File: src/rtl/axis_uart_pkg.sv
// Shared types and helpers for the AXI-stream UART blocks.
// Holds the FSM state encoding, counter-width helper and frame-length function.
package axis_uart_pkg;

  typedef enum logic [2:0] {
    IDLE,
    START,
    DATA,
    PARITY,
    STOP
  } uart_state_t;

  // Width of a counter spanning 0..n-1, never narrower than one bit
  function automatic int cnt_width(input int n);
    return (n <= 1) ? 1 : $clog2(n);
  endfunction

  function automatic int frame_len(input int data_width, input int stop_bits,
                                   input int clock_div, input bit parity_en);
    return (1 + data_width + stop_bits + (parity_en ? 1 : 0)) * clock_div;
  endfunction

endpackage

File: src/rtl/uart_bit_timer.sv
// Bit-period divider: counts 0..CLOCK_DIV-1 and flags the last cycle of each bit.
// Shared between the UART transmit path and a future receive path.
module uart_bit_timer
  import axis_uart_pkg::*;
#(
  parameter int CLOCK_DIV = 16
) (
  input  logic clock,
  input  logic reset,
  input  logic restart,
  output logic bit_end
);

  localparam int CW = cnt_width(CLOCK_DIV);
  localparam logic [CW-1:0] LAST = CW'(CLOCK_DIV - 1);

  logic [CW-1:0] count;

  always_ff @(posedge clock or posedge reset) begin
    if (reset)
      count <= '0;
    else if (restart || bit_end)
      count <= '0;
    else
      count <= count + 1'b1;
  end

  assign bit_end = (count == LAST);

endmodule

File: src/rtl/axis_uart_tx.sv
// AXI-stream sink that serialises each word as start bit, LSB-first data, stop bits.
// Define AXIS_UART_TX_PARITY_EN to insert an even-parity bit between data and stop.
module axis_uart_tx
  import axis_uart_pkg::*;
#(
  parameter int DATA_WIDTH = 8,
  parameter int CLOCK_DIV  = 16,
  parameter int STOP_BITS  = 1
) (
  input  logic                  clock,
  input  logic                  reset,
  input  logic [DATA_WIDTH-1:0] idata,
  input  logic                  ivalid,
  output logic                  iready,
  output logic                  txd,
  output logic                  busy
);

  localparam int DBW = cnt_width(DATA_WIDTH);
  localparam int SBW = $clog2(STOP_BITS) + 1;
  localparam int BW  = (DBW > SBW) ? DBW : SBW;
  localparam logic [BW-1:0] LAST_DATA = BW'(DATA_WIDTH - 1);
  localparam logic [BW-1:0] LAST_STOP = BW'(STOP_BITS - 1);

  uart_state_t           state, state_nxt;
  logic [DATA_WIDTH-1:0] shift_q, shift_nxt;
  logic [BW-1:0]         bitcnt_q, bitcnt_nxt;
  logic                  txd_nxt;
  logic                  started;
  logic                  bit_end;
  logic                  restart;
  logic                  accept;
  logic                  last_stop;

  assign last_stop = (bitcnt_q == LAST_STOP);
  // started keeps iready low for the first cycle after reset release
  assign iready    = started && ((state == IDLE) || (state == STOP && bit_end && last_stop));
  assign accept    = ivalid && iready;
  assign restart   = (state == IDLE) || (state_nxt != state);

  uart_bit_timer #(.CLOCK_DIV(CLOCK_DIV)) u_timer (
    .clock   (clock),
    .reset   (reset),
    .restart (restart),
    .bit_end (bit_end)
  );

`ifdef AXIS_UART_TX_PARITY_EN
  logic parity_q;

  always_ff @(posedge clock or posedge reset) begin
    if (reset)
      parity_q <= 1'b0;
    else if (accept)
      parity_q <= ^idata;
  end
`endif

  always_comb begin
    state_nxt  = state;
    shift_nxt  = shift_q;
    bitcnt_nxt = bitcnt_q;
    txd_nxt    = txd;
    case (state)
      IDLE: begin
        if (accept) begin
          state_nxt = START;
          shift_nxt = idata;
          txd_nxt   = 1'b0;
        end
      end
      START: begin
        if (bit_end) begin
          state_nxt  = DATA;
          bitcnt_nxt = '0;
          txd_nxt    = shift_q[0];
        end
      end
      DATA: begin
        if (bit_end) begin
          shift_nxt = shift_q >> 1;
          if (bitcnt_q == LAST_DATA) begin
            bitcnt_nxt = '0;
`ifdef AXIS_UART_TX_PARITY_EN
            state_nxt  = PARITY;
            txd_nxt    = parity_q;
`else
            state_nxt  = STOP;
            txd_nxt    = 1'b1;
`endif
          end else begin
            bitcnt_nxt = bitcnt_q + 1'b1;
            txd_nxt    = shift_nxt[0];
          end
        end
      end
`ifdef AXIS_UART_TX_PARITY_EN
      PARITY: begin
        if (bit_end) begin
          state_nxt  = STOP;
          bitcnt_nxt = '0;
          txd_nxt    = 1'b1;
        end
      end
`endif
      STOP: begin
        // Accepting in the final stop cycle chains straight into the next start bit
        if (bit_end) begin
          if (!last_stop) begin
            bitcnt_nxt = bitcnt_q + 1'b1;
          end else if (accept) begin
            state_nxt  = START;
            shift_nxt  = idata;
            bitcnt_nxt = '0;
            txd_nxt    = 1'b0;
          end else begin
            state_nxt  = IDLE;
            bitcnt_nxt = '0;
            txd_nxt    = 1'b1;
          end
        end
      end
      default: begin
        state_nxt = IDLE;
        txd_nxt   = 1'b1;
      end
    endcase
  end

  always_ff @(posedge clock or posedge reset) begin
    if (reset) begin
      state    <= IDLE;
      shift_q  <= '0;
      bitcnt_q <= '0;
      txd      <= 1'b1;
      busy     <= 1'b0;
      started  <= 1'b0;
    end else begin
      state    <= state_nxt;
      shift_q  <= shift_nxt;
      bitcnt_q <= bitcnt_nxt;
      txd      <= txd_nxt;
      busy     <= (state_nxt != IDLE);
      started  <= 1'b1;
    end
  end

`ifdef FORMAL
`ifdef AXIS_UART_TX_PARITY_EN
  localparam bit PARITY_ON = 1'b1;
`else
  localparam bit PARITY_ON = 1'b0;
`endif
  int unsigned frame_cnt;

  always_ff @(posedge clock or posedge reset) begin
    if (reset)
      frame_cnt <= 0;
    else if (state_nxt == START && state != START)
      frame_cnt <= 0;
    else if (state != IDLE)
      frame_cnt <= frame_cnt + 1;
  end

  always @(posedge clock) begin
    if (!reset && state == STOP && bit_end && last_stop)
      assert (frame_cnt == frame_len(DATA_WIDTH, STOP_BITS, CLOCK_DIV, PARITY_ON) - 1);
  end
`endif

endmodule

File: config.mk
export PLATFORM = sky130hd
export DESIGN_NAME = axis_uart_tx
export DESIGN_NICKNAME = d
export VERILOG_FILES = /design/src/rtl/axis_uart_pkg.sv /design/src/rtl/uart_bit_timer.sv /design/src/rtl/axis_uart_tx.sv
export SDC_FILE = /design/constraint.sdc
export NUM_CORES = 1
export LEC_CHECK = 0
export BUFFER_PORTS_ARGS = -buffer_cell sky130_fd_sc_hd__buf_2
export CAP_MARGIN = 10
export CORE_MARGIN = 3
export CORE_UTILIZATION = 30
export CTS_CLUSTER_DIAMETER = 120
export DETAILED_ROUTE_END_ITERATION = 10
export GPL_ROUTABILITY_DRIVEN = 0
export SYNTH_ARGS = -nofsm -noshare
export SYNTH_HDL_FRONTEND = slang
export SYNTH_SLANG_ARGS = --single-unit
File: constraint.sdc
create_clock -name clock -period 3.55 [get_ports clock]
set_input_delay 0.71 -clock clock [delete_from_list [all_inputs] [get_ports clock]]
set_output_delay 0.71 -clock clock [all_outputs]
set_load 0.1 [all_outputs]
* After elaboration in Yosys (flattened, before gate mapping)
Index checks and enable logic that the tools add are counted.
Word-level totals: register bits after elaboration 21, input bits 11, word-level logic and storage cells 63
Operators by class: $add $sub $neg 2, equality and inequality tests 11, multiplexer cells 28, reductions and logical operators 15
Operators with widths (count):
- two-way mux 3 bit | 11
- two-way mux 8 bit | 4
- one-hot mux 8 bit (3 select lines) | 1
- one-hot mux 3 bit (4 select lines) | 1
- inequality test 2 bit, second input constant | 5
- one-hot mux 3 bit (3 select lines) | 1
- nonzero test 3 bit | 3
- two-way mux 1 bit | 8
- AND reduction 4 bit | 2
- == test 3 bit, second input constant | 2
- logical NOT 3 bit | 2
- AND reduction 5 bit | 1
- adder 4 x 1 -> 4 bit, second input constant | 1
- == test 4 bit, second input constant | 1
- logical AND 1 bit | 4
- two-way mux 4 bit | 1
- one-hot mux 1 bit (4 select lines) | 1
- adder 3 x 1 -> 3 bit, second input constant | 1
- == test 3 x 1 -> 1 bit, second input constant | 1
- == test 3 x 2 -> 1 bit, second input constant | 1
- logical OR 1 bit | 3
- inequality test 3 bit | 1

* Longest topological paths before layout
depth after elaboration 14, mapped depth 7, depth with buffers taken out 6

* Modules after synthesis
Synthesis repeated with hierarchy kept, for this count alone.
Unflattened totals: cells, all modules 119, area total of the unflattened synthesis 1188.6 um2
Modules (own cells, without submodules):
- axis_uart_tx | instances 1, cells each 105, area an instance 1013.5 um2, seq. area each 426.7 um2
- uart_bit_timer | instances 1, cells each 14, area an instance 175.2 um2, seq. area each 100.1 um2

* Least setup slack after synthesis
No wires, ideal clock.
path type register to output, start reg u_timer.count[0], end out iready, arrival time 2.047 ns, required time 2.840 ns, path slack 0.793 ns, stages on the path, launching flop included 6, path buffers 1, cells stage by stage dfrtp_1 > ha_1 > nand3_1 > clkbuf_1 > o21ai_0 > and3_1
Between the ends: longest elaborated chain between the ends 5
Ends and longest elaborated chain:
- start: declaration | line uart_bit_timer.sv:17 | logic [CW-1:0] count;
- start signal: assignment | line uart_bit_timer.sv:25 | count <= count + 1'b1;
- == test 4 bit | line uart_bit_timer.sv:28 | assign bit_end = (count == LAST);
- logical AND 1 bit (2 in series) | line axis_uart_tx.sv:37 | assign iready = started && ((state == IDLE) || (state == STOP && bit_end && last_stop));
- logical OR 1 bit | line axis_uart_tx.sv:37
- logical AND 1 bit | line axis_uart_tx.sv:37
- end: declaration | line axis_uart_tx.sv:14 | output logic iready,
No other way between the ends.

* Worst setup path after layout
Ends and elaborated chain as after synthesis.

==> reports/results.tsv <==
stage	metric	value	unit
detailed_routing	DR vias	888	
cts	worst skew pair latency	260	ps
finish	# nets final	141	
global_route	largest net degree at the start of global routing	22	
cts	Worst-path clk slew	70	ps
global_route	initial antenna violation count	0	
finish	area delta synth->final	11.46	%
run	number of max-cap violations	0	
cts	CTS tree	yes	
die	Rows	22	
sta	fin crit share	0.8607	
sta	setup_tns	0	ps
yosys	flop and latch count out of synthesis	21	
global_route	GRT Total Usage	0.09873	
die	Placeable Area	3771	um^2
status	outcome	finished clean	
detailed_routing	antenna-violating nets left	0	
detailed_routing	DRT Pass-1 Iters	4	
yosys	sequential-to-total area share from yosys stat	0.4345	
cts	CTS H-tree depth	1	
cts	total CTS buffers	3	
finish	post-layout util	0.3583	
yosys	post-synthesis cell count	113	
sta	relative slew slack	0.4651	
yosys	Yosys warnings	0	
worst_setup_path	CP bufs+invs	1	
cts	post-CTS setup buffer count	0	
worst_setup_path	CP max stage delay	510	ps
sta	measured slew at the worst slew-check pin	801.4	ps
sta	Max Fclk	327.3	MHz
placed_design	DP HPWL	1617	um
detailed_routing	via density per instance	5.133	
pwr	Peak VDD IR	0.0003277	V
sta	Setup-failing EPs final	0	
worst_hold_path	HP Class	reg2reg	
finish	Antenna diodes	0	
worst_setup_path	kind of critical path	reg2out	
die	starting density of the core	0.3215	
cts	CTS-repair resized insts	0	
worst_setup_path	CP max FO	12	
worst_setup_path	Startpoint Class	flip-flop	
yosys	Synth area leaders	dfrtp_1 (41%), mux2_4 (9.9%), mux2_2 (7.4%), ha_1 (4.1%), nor2_1 (4.0%)	
sta	skew final	3.269	ps
global_route	vias in the first global route	860	
worst_setup_path	Critical Path RT	2840	ps
finish	cell area after layout	1351	um^2
sta	Hold Violations, Final	0	
detailed_routing	DRC errors left	0	
yosys	Cell Area, Synth	1212	um^2
global_route	total grt overflow	0	
die	Die X	69.57	um
cts	cts hold-fix bufs	0	
worst_setup_path	type of element capturing the critical path	output port	
placed_design	Buffers on Ports	13	
yosys	Mapped Nets	128	
worst_setup_path	CP delay by family, top	simple AND/OR/NAND/NOR gates	
die	full die area	4840	um^2
finish	FILL cells	379	
sta	min Tclk post-route	3055	ps
worst_setup_path	CP arrival	2350	ps
yosys	top-area cell type share of the netlist area	0.4128	
detailed_routing	initial DRC count	21	
die	Top Ports	14	
yosys	post-synth top area cell	dfrtp_1	
worst_setup_path	Slowest-stage cell, CP	o21ai_0	
detailed_routing	DR WL/cell	13.15	um
cts	Root Buffer	clkbuf_8	
cts	CTS max path bufs	2	
die	Chip Height	69.57	um
pwr	total power	0.8889	mW
yosys	Mean Syn Cell Area	10.73	um^2
pwr	Power per Cell Area	657.8	nW/um^2
pwr	Leak	0.6066	nW
cts	Sink Count	21	
placed_design	Post-DP Area	1306	um^2
sta	final max-slew violation count	0	
global_route	first-pass GRT wire length	3857	um
yosys	Unique masters post-synth	39	
detailed_routing	final wirelength	2275	um
sta	RSZ-0062 raised after global routing	no	
worst_setup_path	crit path cell chain	ha_1, nand3_1, o21ai_0, and3_1, buf_2	
finish	share of cells above drive strength 1	0.3040	
## layer usage
metal | vias to the layer above | GRT usage | part of all wire
met4 | 0 | 0.05857 | 0.031
met2 | 28 | 0.1684 | 0.47
met5 | - | 0 | 0
li1 | 423 | - | -
met1 | 430 | 0.1092 | 0.44
met3 | 7 | 0.02609 | 0.062
## metrics by stage
stage / std cells / hold WS (ps) / setup WS [ps]
floorplan: 113 / 431.9 / 792.7
global placement: 169 / 443.9 / 863.4
detailed placement: 169 / 452.8 / 818.9
CTS: 173 / 463.3 / 485.9
global route: 173 / 496.3 / 273.5
finish: 173 / 462.5 / 494.6
## power breakdown
part	internal, mW	switching [mW]	total, mW
sequential	0.328	0.0697	0.397
combinational	0.149	0.184	0.333
clock	0.0801	0.0787	0.159
total	0.556	0.333	0.889
## cell usage in the layout (no fill, tap or decap), types with 3 or more instances in the layout
cell type,Yosys,layout
dfrtp_1,20,20
nor2_1,13,13
buf_2,1,13
mux2_2,8,8
mux2_4,8,8
a21oi_1,8,8
inv_1,7,7
o21ai_0,4,4
ha_1,4,4
nand2_1,3,3
clkbuf_8,0,3
## worst register-to-register path: cells and delay by family, from the launching register on
| kind | cells | cell delay (ps) |
|---|---|---|
| fa+ha+maj | 1 | 240 |
| compound gates | 1 | 370 |
| flops | 1 | 370 |
| mux | 1 | 370 |
| simple gates | 2 | 810 |
## final cells by class
type                            count  area [um^2]  area share
Clock buffer                        4        45.04     0.03333
Inverter                            7        26.28     0.01944
Multi-Input combinational cell     80        628.1      0.4648
Sequential cell                    21        526.8      0.3898
Tap cell                           48        60.06     0.04444
Timing Repair Buffer               13        65.06     0.04815
## cells in the mapped netlist
| cell | n |
|---|---|
| a21oi_1 | 8 |
| a22oi_1 | 1 |
| or4_1 | 1 |
| o21a_1 | 1 |
| buf_2 | 1 |
| nor3b_2 | 1 |
| and3_1 | 1 |
| mux2i_1 | 1 |
| xnor2_1 | 1 |
| mux2_4 | 8 |
| buf_4 | 1 |
| nand2b_1 | 2 |
| ha_1 | 4 |
| o21ai_0 | 4 |
| clkbuf_1 | 2 |
| nand2_1 | 3 |
| o22ai_1 | 1 |
| o2bb2ai_1 | 1 |
| or3_4 | 1 |
| a32oi_1 | 1 |
| buf_6 | 1 |
| o32ai_1 | 1 |
| conb_1 | 1 |
| o32a_1 | 1 |
| xor2_1 | 2 |
| o22a_1 | 2 |
| a2bb2oi_1 | 1 |
| dfstp_2 | 1 |
| and2_1 | 1 |
| nand4_1 | 2 |
| o221a_2 | 1 |
| or2_2 | 2 |
| nand3_1 | 2 |
| nor2_1 | 13 |
| inv_1 | 7 |
| o41ai_1 | 1 |
| nor2b_1 | 2 |
| dfrtp_1 | 20 |
| mux2_2 | 8 |
## sequential cells by signal, indices dropped and copies added (netlist names)
name,flops
shift_q,8
u_timer.count,4
bitcnt_q,3
state,3
busy,1
started,1
txd,1
## worst paths after layout
kind / startpoint / end / slack, ps / depth (start not counted)
max reg2reg: u_timer.count[0]$_DFF_PP0_ / shift_q[3]$_DFFE_PP0P_ / 1280 / 5
min: u_timer.count[0]$_DFF_PP0_ / u_timer.count[0]$_DFF_PP0_ / 460 / 1
max: u_timer.count[0]$_DFF_PP0_ / iready / 490 / 5
min reg2reg: u_timer.count[0]$_DFF_PP0_ / u_timer.count[0]$_DFF_PP0_ / 460 / 1
max in group asynchronous: reset / u_timer.count[3]$_DFF_PP0_ / 2460 / 2
min in group asynchronous: reset / shift_q[6]$_DFFE_PP0P_ / 590 / 2
## cell families after synthesis
logic type / after synthesis / synth area share
buf+inv: 12 / 0.04748
flops: 21 / 0.4345
xor+xnor: 3 / 0.02168
other cells: 1 / 0.003093
compound gates: 24 / 0.1352
simple gates: 31 / 0.1352
fa+ha+maj: 4 / 0.04128
mux: 17 / 0.1816
(Power assumes the default switching activity.)
